**src/rtl/uart_pkg.sv**
```systemverilog
// Shared UART parity definitions: parity-type encodings, RX checker state encoding,
// the minimum frame length and the parity-bit helper used by both TX and RX paths.
package uart_pkg;

   localparam int MIN_DATA_LEN = 5;

   typedef enum logic [1:0] {
      PAR_EVEN  = 2'b00,
      PAR_ODD   = 2'b01,
      PAR_MARK  = 2'b10,
      PAR_SPACE = 2'b11
   } par_type_t;

   typedef enum logic [1:0] {
      RX_IDLE   = 2'b00,
      RX_DATA   = 2'b01,
      RX_PARITY = 2'b10
   } rx_state_t;

   // Turns the XOR of the (already masked) data bits into the line parity bit.
   function automatic logic par_from_xor(input logic data_xor, input logic [1:0] par_type);
      logic result;
      case (par_type)
         PAR_EVEN: result = data_xor;
         PAR_ODD:  result = ~data_xor;
         PAR_MARK: result = 1'b1;
         default:  result = 1'b0;
      endcase
      return result;
   endfunction

endpackage

```
**src/rtl/uart_parity_rx_chk.sv**
```systemverilog
// RX parity checker: frame FSM, running XOR accumulator, done/error pulses and the
// saturating parity-error counter. Frame configuration is latched on rx_start.
module uart_parity_rx_chk
   import uart_pkg::*;
#(
   parameter int CNT_WIDTH = 8
) (
   input  logic                 clk,
   input  logic                 rst,
   input  logic                 par_en,
   input  logic [1:0]           par_type,
   input  logic [3:0]           len,
   input  logic                 rx_start,
   input  logic                 rx_bit_valid,
   input  logic                 rx_bit,
   input  logic                 err_clr,
   output logic                 rx_par_done,
   output logic                 rx_par_err,
   output logic [CNT_WIDTH-1:0] err_count
);

   localparam logic [CNT_WIDTH-1:0] ERR_MAX = '1;

   rx_state_t  state_reg, state_next;
   logic       acc_reg, acc_next;
   logic [3:0] cnt_reg, cnt_next;
   logic       par_en_reg, par_en_next;
   logic [1:0] par_type_reg, par_type_next;
   logic [3:0] len_reg, len_next;
   logic       done_reg, done_next;
   logic       err_reg, err_next;
   logic [CNT_WIDTH-1:0] err_count_reg;

   always_ff @(posedge clk or posedge rst) begin
      if (rst) begin
         state_reg    <= RX_IDLE;
         acc_reg      <= 1'b0;
         cnt_reg      <= 4'd0;
         par_en_reg   <= 1'b0;
         par_type_reg <= 2'b00;
         len_reg      <= 4'd0;
         done_reg     <= 1'b0;
         err_reg      <= 1'b0;
      end else begin
         state_reg    <= state_next;
         acc_reg      <= acc_next;
         cnt_reg      <= cnt_next;
         par_en_reg   <= par_en_next;
         par_type_reg <= par_type_next;
         len_reg      <= len_next;
         done_reg     <= done_next;
         err_reg      <= err_next;
      end
   end

   always_comb begin
      state_next    = state_reg;
      acc_next      = acc_reg;
      cnt_next      = cnt_reg;
      par_en_next   = par_en_reg;
      par_type_next = par_type_reg;
      len_next      = len_reg;
      done_next     = 1'b0;
      err_next      = 1'b0;

      // A start bit always wins: any frame in progress is dropped silently.
      if (rx_start) begin
         state_next    = RX_DATA;
         acc_next      = 1'b0;
         cnt_next      = 4'd0;
         par_en_next   = par_en;
         par_type_next = par_type;
         len_next      = len;
      end else begin
         case (state_reg)
            RX_DATA: begin
               if (rx_bit_valid) begin
                  acc_next = acc_reg ^ rx_bit;
                  cnt_next = cnt_reg + 4'd1;
                  if (cnt_reg + 4'd1 == len_reg) begin
                     if (par_en_reg) begin
                        state_next = RX_PARITY;
                     end else begin
                        state_next = RX_IDLE;
                        done_next  = 1'b1;
                     end
                  end
               end
            end
            RX_PARITY: begin
               if (rx_bit_valid) begin
                  state_next = RX_IDLE;
                  done_next  = 1'b1;
                  err_next   = rx_bit != par_from_xor(acc_reg, par_type_reg);
               end
            end
            default: ;
         endcase
      end
   end

   // Clear and a same-cycle error pulse net out to a count of one.
   always_ff @(posedge clk or posedge rst) begin
      if (rst) begin
         err_count_reg <= '0;
      end else if (err_reg) begin
         if (err_clr) begin
            err_count_reg <= {{(CNT_WIDTH-1){1'b0}}, 1'b1};
         end else if (err_count_reg != ERR_MAX) begin
            err_count_reg <= err_count_reg + 1'b1;
         end
      end else if (err_clr) begin
         err_count_reg <= '0;
      end
   end

   assign rx_par_done = done_reg;
   assign rx_par_err  = err_reg;
   assign err_count   = err_count_reg;

endmodule

```
**src/rtl/uart_parity_engine.sv**
```systemverilog
// UART parity engine: registered TX parity for captured words plus the RX parity
// checker. The data-length clamp and bit mask live here and feed both paths.
module uart_parity_engine
   import uart_pkg::*;
#(
   parameter int DATA_WIDTH = 8,
   parameter int CNT_WIDTH  = 8
) (
   input  logic                  clk,
   input  logic                  rst,
   input  logic                  par_en,
   input  logic [1:0]            par_type,
   input  logic [3:0]            data_len,
   input  logic                  tx_data_valid,
   input  logic [DATA_WIDTH-1:0] tx_data,
   input  logic                  tx_busy,
   output logic                  tx_par_bit,
   output logic                  tx_par_valid,
   input  logic                  rx_start,
   input  logic                  rx_bit_valid,
   input  logic                  rx_bit,
   output logic                  rx_par_done,
   output logic                  rx_par_err,
   input  logic                  err_clr,
   output logic [CNT_WIDTH-1:0]  err_count
);

   logic [3:0]            len_clamp;
   logic [DATA_WIDTH-1:0] len_mask;
   logic                  capture;
   logic                  tx_par_bit_next;

   always_comb begin
      len_clamp = data_len;
      if (data_len < 4'(MIN_DATA_LEN)) begin
         len_clamp = 4'(MIN_DATA_LEN);
      end else if (data_len > 4'(DATA_WIDTH)) begin
         len_clamp = 4'(DATA_WIDTH);
      end
   end

   generate
      for (genvar gi = 0; gi < DATA_WIDTH; gi++) begin : g_mask
         assign len_mask[gi] = 4'(gi) < len_clamp;
      end
   endgenerate

   assign capture         = tx_data_valid && !tx_busy;
   assign tx_par_bit_next = par_en ? par_from_xor(^(tx_data & len_mask), par_type) : 1'b0;

   always_ff @(posedge clk or posedge rst) begin
      if (rst) begin
         tx_par_bit   <= 1'b0;
         tx_par_valid <= 1'b0;
      end else if (capture) begin
         tx_par_bit   <= tx_par_bit_next;
         tx_par_valid <= par_en;
      end
   end

   uart_parity_rx_chk #(
      .CNT_WIDTH(CNT_WIDTH)
   ) u_rx_chk (
      .clk          (clk),
      .rst          (rst),
      .par_en       (par_en),
      .par_type     (par_type),
      .len          (len_clamp),
      .rx_start     (rx_start),
      .rx_bit_valid (rx_bit_valid),
      .rx_bit       (rx_bit),
      .err_clr      (err_clr),
      .rx_par_done  (rx_par_done),
      .rx_par_err   (rx_par_err),
      .err_count    (err_count)
   );

endmodule
```
**config.mk**
```make
export PLATFORM = sky130hd
export DESIGN_NAME = uart_parity_engine
export DESIGN_NICKNAME = d
export VERILOG_FILES = /design/src/rtl/uart_pkg.sv /design/src/rtl/uart_parity_rx_chk.sv /design/src/rtl/uart_parity_engine.sv
export SDC_FILE = /design/constraint.sdc
export NUM_CORES = 1
export LEC_CHECK = 0
export BUFFER_PORTS_ARGS = -buffer_cell sky130_fd_sc_hd__buf_2
export CAP_MARGIN = 0
export CORE_UTILIZATION = 31
export DETAILED_ROUTE_END_ITERATION = 8
export SLEW_MARGIN = 10
export SYNTH_ARGS = -nofsm -noshare
export SYNTH_HDL_FRONTEND = slang
export SYNTH_HIERARCHICAL = 1
export SYNTH_SLANG_ARGS = --single-unit
```
**constraint.sdc**
```tcl
create_clock -name clk -period 3.6 [get_ports clk]
set_input_delay 0.18 -clock clk [delete_from_list [all_inputs] [get_ports clk]]
set_output_delay 0.18 -clock clk [all_outputs]
set_load 0.05 [all_outputs]
```
[After elaboration in Yosys (flattened, before gate mapping)]
Index checks and enable logic that the tools add are counted.
Word-level totals
  word-level logic and storage cells: 85
  bits of input ports: 23
  flip-flop bits (word level): 26
Cells by class
  bitwise gates (word level): 4
  reductions and logical operators: 13
  add/subtract/negate cells: 2
  order comparisons: 10
  equal/unequal tests: 12
  muxes and demuxes: 33
Operators by type and width (count)
  two-way mux 8 bit: 4
  two-way mux 4 bit: 5
  less-than comparator 3 x 4 -> 1 bit (first input constant): 4
  two-way mux 1 bit: 15
  two-way mux 2 bit: 5
  adder 8 x 1 -> 8 bit (second input constant): 1
  AND 8 bit: 1
  less-than comparator 1 x 4 -> 1 bit (first input constant): 2
  less-than comparator 2 x 4 -> 1 bit (first input constant): 2
  inequality test 8 bit (second input constant): 1
  nonzero test 2 bit: 4
  parity 8 bit: 1
  equality test 2 x 1 -> 1 bit (second input constant): 3
  equality test 2 bit (second input constant): 3
  inequality test 3 bit (second input constant): 2
  one-hot mux 1 bit (3 select lines): 2
  adder 4 x 1 -> 4 bit (second input constant): 1
  equality test 4 bit: 1
  > comparator 4 bit (second input constant): 1
  zero test 2 bit: 2
  less-than comparator 4 x 3 -> 1 bit (second input constant): 1
  one-hot mux 2 bit (2 select lines): 1
  AND reduction 2 bit: 2
  AND reduction 4 bit: 1
  other kinds (8): 9

[Longest topological paths before layout]
  word-level depth: 9
  depth in mapped cells: 6
  gate-level depth less buffers: 6

[By module]
The synthesis kept the hierarchy.
Modules (own cells, without submodules)
  uart_parity_rx_chk: cells each 114, area an instance 1199.9 um^2, times used 1
  uart_parity_engine: cells each 26, area an instance 219.0 um^2, times used 1

[Worst setup path before layout]
OpenSTA, ideal clock, no wires.
  kind: reg-to-reg
  from: reg u_rx_chk.err_count_reg[1], in the netlist u_rx_chk/err_count[1]
  to: reg u_rx_chk.err_count_reg[1], in the netlist u_rx_chk/err_count[1]
  required time: 3.468 ns
  cell stages (with the launch flop): 6
  path slack: 1.878 ns
  data arrival time: 1.590 ns
  cells stage by stage: dfrtp_1 > ha_1 > nand3_1 > o21ai_0 > mux2i_1 > nor2_1
Between the ends
  longest elaborated chain between the ends: 4
RTL lines
  start: declaration: line uart_parity_rx_chk.sv:32  | logic [CNT_WIDTH-1:0] err_count_reg;
  start signal: assignment: line uart_parity_rx_chk.sv:108  | err_count_reg <= {{(CNT_WIDTH-1){1'b0}}, 1'b1};
  start signal: assignment: line uart_parity_rx_chk.sv:110  | err_count_reg <= err_count_reg + 1'b1;
  adder 8 x 1 -> 8 bit: line uart_parity_rx_chk.sv:110
  two-way mux 8 bit: line uart_parity_rx_chk.sv:109  | end else if (err_count_reg != ERR_MAX) begin
  two-way mux 8 bit: line uart_parity_rx_chk.sv:107  | if (err_clr) begin
  two-way mux 8 bit: line uart_parity_rx_chk.sv:106  | end else if (err_reg) begin
Several ways; a longest one is shown, not always the timed one. The select of a mux whose other input is x is not followed.
A chain may end at the register's enable or synchronous reset.

[Worst setup path after layout]
  from: reg u_rx_chk.state_reg[1]
  to: reg u_rx_chk.state_reg[1]
Between the ends
  longest elaborated chain between the ends: 3
RTL lines
  start: declaration: line uart_parity_rx_chk.sv:24  | rx_state_t state_reg, state_next;
  start signal: assignment: line uart_parity_rx_chk.sv:45  | state_reg <= state_next;
  equality test 2 x 1 -> 1 bit / equality test 2 bit (equally long branches): line uart_parity_rx_chk.sv:75  | case (state_reg)
  inequality test 3 x 2 -> 1 bit (no line), or another cell as far along
  AND reduction 4 bit (no line) / two-way mux 2 bit (equally long branches)
Several ways; a longest one is shown, not always the timed one.

==> summary.md <==
| Metric | Value |
|---|---|
| Status | finished clean |
| # clock sinks | 26 |
| Worst-path clk slew | 0.08 ns |
| First-pass GRT wire length | 4570 um |
| Switch share | 26.5% |
| Flop-to-flop setup slack | 1.97 ns |
| Routed Antenna Nets | 0 |
| Initial antenna violation count | 0 |
| Worst hold start | par_en |
| Clock tree root driver cell | clkbuf_8 |
| Gr ovfl total | 0 |
| Crit path time final | 1.63 ns |
| P&R area growth vs syn | 18.6% |
| Nets | 203 |
| Core area | 4380 um^2 |
| Count of different cell masters after synthesis | 35 |
| Worst Hold Depth | 2 |
| Die Wd | 69.7 um |
| Synth Area per Inst | 10.1 um^2 |
| Fill count | 439 |
| Die footprint | 4850 um^2 |
| Yosys warning total | 6 |
| Comb pwr share | 19.3% |
| Slew @ Worst Pin | 0.918 ns |
| Reg power frac | 54.1% |
| Kind of critical path | flip-flop to flip-flop |
| Reg2reg end | u_rx_chk/state_reg[1] |
| CTS tree | done |
| FFs w/ async S/R, synth | 100% |
| R2r startpoint | u_rx_chk/state_reg[1] |
| Net Switching | 157 uW |
| Flip-flop count of the largest register after layout | 8 |
| Crit end category | flip-flop |
| CTS H-Tree Depth | 1 |
| Setup-failing EPs final | 0 |
| Slew HR | 38.7% |
| Depth of the most critical reg-to-reg path | 6 |
| Routed Wire Length | 2690 um |
| Clk buf depth | 2 |
| Row count | 24 |
| Diode count | 0 |
| Num CTS Buffers | 3 |
| Final HPWL DP | 2020 um |
| Period utilization | 45.3% |
| Setup Skew | 0.00301 ns |
| Slew Viols, Final | 0 |
| Min-Delay Path Class | primary input to flip-flop |
| Slowest-stage cell, CP | dfrtp_1 |
| Cell Count, Final, Fillers Out | 226 |
| Startpoint types | flip-flop |
| Max Cap Viol | 0 |
| Pint | 435 uW |
| Main synth FF type | dfrtp_1 |
| DR vias | 1107 |
| Peak supply drop | 0.000166 V |
| Vias in the first global route | 1044 |
| Post-synth net total | 167 |
| Hold Vio Cnt, Final | 0 |
| Clk_lat worst skew | 0.26 ns |
| Mapped Cells | 140 |
| Seq/Total Area, Yosys | 45.9% |
| Clk pwr share | 26.7% |
| IO Port Bufs | 34 |
| GRT Total Usage | 11.8% |
| Share of layout cells above drive strength 1 | 28.2% |
| RSZ-0062 raised after global routing | false |
| Crit-path max FO | 5 |
| Largest net degree at the start of global routing | 25 |
| P per Cell Area | 352 nW/um^2 |
| Routed wire per std cell | 11.9 um |
| Starting Density | 32.4% |
| # IOs | 35 |
| F_max | 613 MHz |
| Total negative slack for setup checks | 0 ns |
| Post-synth EDFFs | 0 |
| GP Congestion | 0.755 |
| Initial drt markers | 34 |
| Hold Path End | u_rx_chk/par_en_reg |
| Post-CTS Setup Inserts | 0 |
| Drt first pass iters | 4 |
| Avg Vias per Cell | 4.90 |
| Post-synthesis cell area | 1420 um^2 |
| Leakage power | 0.812 nW |
| CP required | 3.75 ns |
| Max incr delay on CP | 0.38 ns |
| Die height | 69.7 um |
| Crit path DAT | 1.78 ns |
| Tot Pwr | 592 uW |
| Cell Chain, Critical Path | inv_1 > ha_1 > nand2_1 > nor3_1 > nand3_1 > mux2_2 |
| # placed instances | 222 |
| Synth Register Bits | 26 |
| Detailed-route DRC error count | 0 |
[synthesized netlist by cell type (all sizes together) (2+ instances only)]
cell	number	area (um^2)
xnor2	11	96.3
nand2b	2	12.5
nand3	10	55.1
o21ai	5	25.0
inv	8	30.0
a21oi	5	25.0
dfrtp	26	651
and4	2	20.0
buf	3	13.8
mux2	8	90.1
xor2	7	61.3
or3	3	18.8
ha	4	50.1
nor2	12	45.0
a31oi	4	25.0
nor3	6	30.0
nand2	7	26.3
a211oi	3	22.5
o41ai	2	25.0
[power groups by stage]
| stage | sequential (mW) | combinational [mW] | clock (mW) |
|---|---|---|---|
| after global routing | 0.323 | 0.127 | 0.178 |
| after detailed placement | 0.326 | 0.115 | 0 |
| after CTS | 0.321 | 0.116 | 0.169 |
| after floorplan | 0.336 | 0.0736 | 0 |
| final | 0.320 | 0.114 | 0.158 |
| after global placement | 0.326 | 0.114 | 0 |
[kinds of logic after synthesis]
logic type	share of synthesized area (%)
compound gates	11.6
xor+xnor	11.1
fa+ha+maj	3.53
buf+inv	3.70
flops	45.9
mux	7.05
simple gates	17.1
[cell usage in the layout (no fill, tap or decap), drive strengths merged, types with 6 or more instances in the layout]
master / instances
mux2: 8
nor2: 12
xor2: 7
nand3: 10
nand2: 7
nor3: 6
inv: 8
buf: 34
xnor2: 11
dfrtp: 26
[how the worst max path moves through the flow]
stage	startpoint	endpoint	slack, ns	depth (start not counted)
global route	u_rx_chk/state_reg[1]	u_rx_chk/state_reg[1]	1.82	6
CTS	u_rx_chk/cnt_reg[0]	u_rx_chk/state_reg[1]	1.97	5
floorplan	u_rx_chk/err_count[1]	u_rx_chk/err_count[1]	1.88	5
finish	u_rx_chk/state_reg[1]	u_rx_chk/state_reg[1]	1.97	6
global placement	u_rx_chk/state_reg[1]	u_rx_chk/state_reg[1]	2.02	6
detailed placement	u_rx_chk/cnt_reg[0]	u_rx_chk/state_reg[1]	1.99	5
[routing by layer]
metal | part of all wire [%] | vias to the layer above | wire [um] | track usage (%)
met1 | 48 | 501 | 1280 | 14.8
met2 | 46 | 39 | 1240 | 20.4
met4 | 0.60 | 0 | 16 | 2.67
li1 | - | 565 | - | -
met3 | 5.4 | 2 | 144 | 3.05
met5 | 0 | - | 0 | 0
[what timing repair did]
action,4_1_cts,5_1_grt
resized for setup,0,0
hold endpoints to repair,2,0
hold buffers,1,0
[worst max-delay path, delay by kind of cell (launching register included)]
| kind | cells | cell delay (ns) |
|---|---|---|
| adders and majority gates | 1 | 0.24 |
| buffers and inverters | 1 | 0.08 |
| DFF | 1 | 0.38 |
| muxes | 1 | 0.30 |
| and+or+nand+nor | 3 | 0.52 |
[cell type report]
class                      count  area [um^2]  area share [%]
multi-input combinational    102          716            42.5
timing repair buffer          35          180            10.7
tap                           52         65.1            3.87
clock buffer                   3         41.3            2.45
inverter                       8         30.0            1.78
sequential                    26          651            38.7
[per-stage QoR]
step	hold WS [ns]	util, %	worst slack, ns	area [um^2]
after global routing	0.168	38.4	1.82	1680
after floorplan	-0.0788	-	1.88	1420
after CTS	0.168	38.4	1.97	1680
final	0.171	38.4	1.97	1680
after detailed placement	0.0457	37.2	1.99	1630
after global placement	0.0454	37.2	2.02	1630
(Power assumes the default switching activity.)
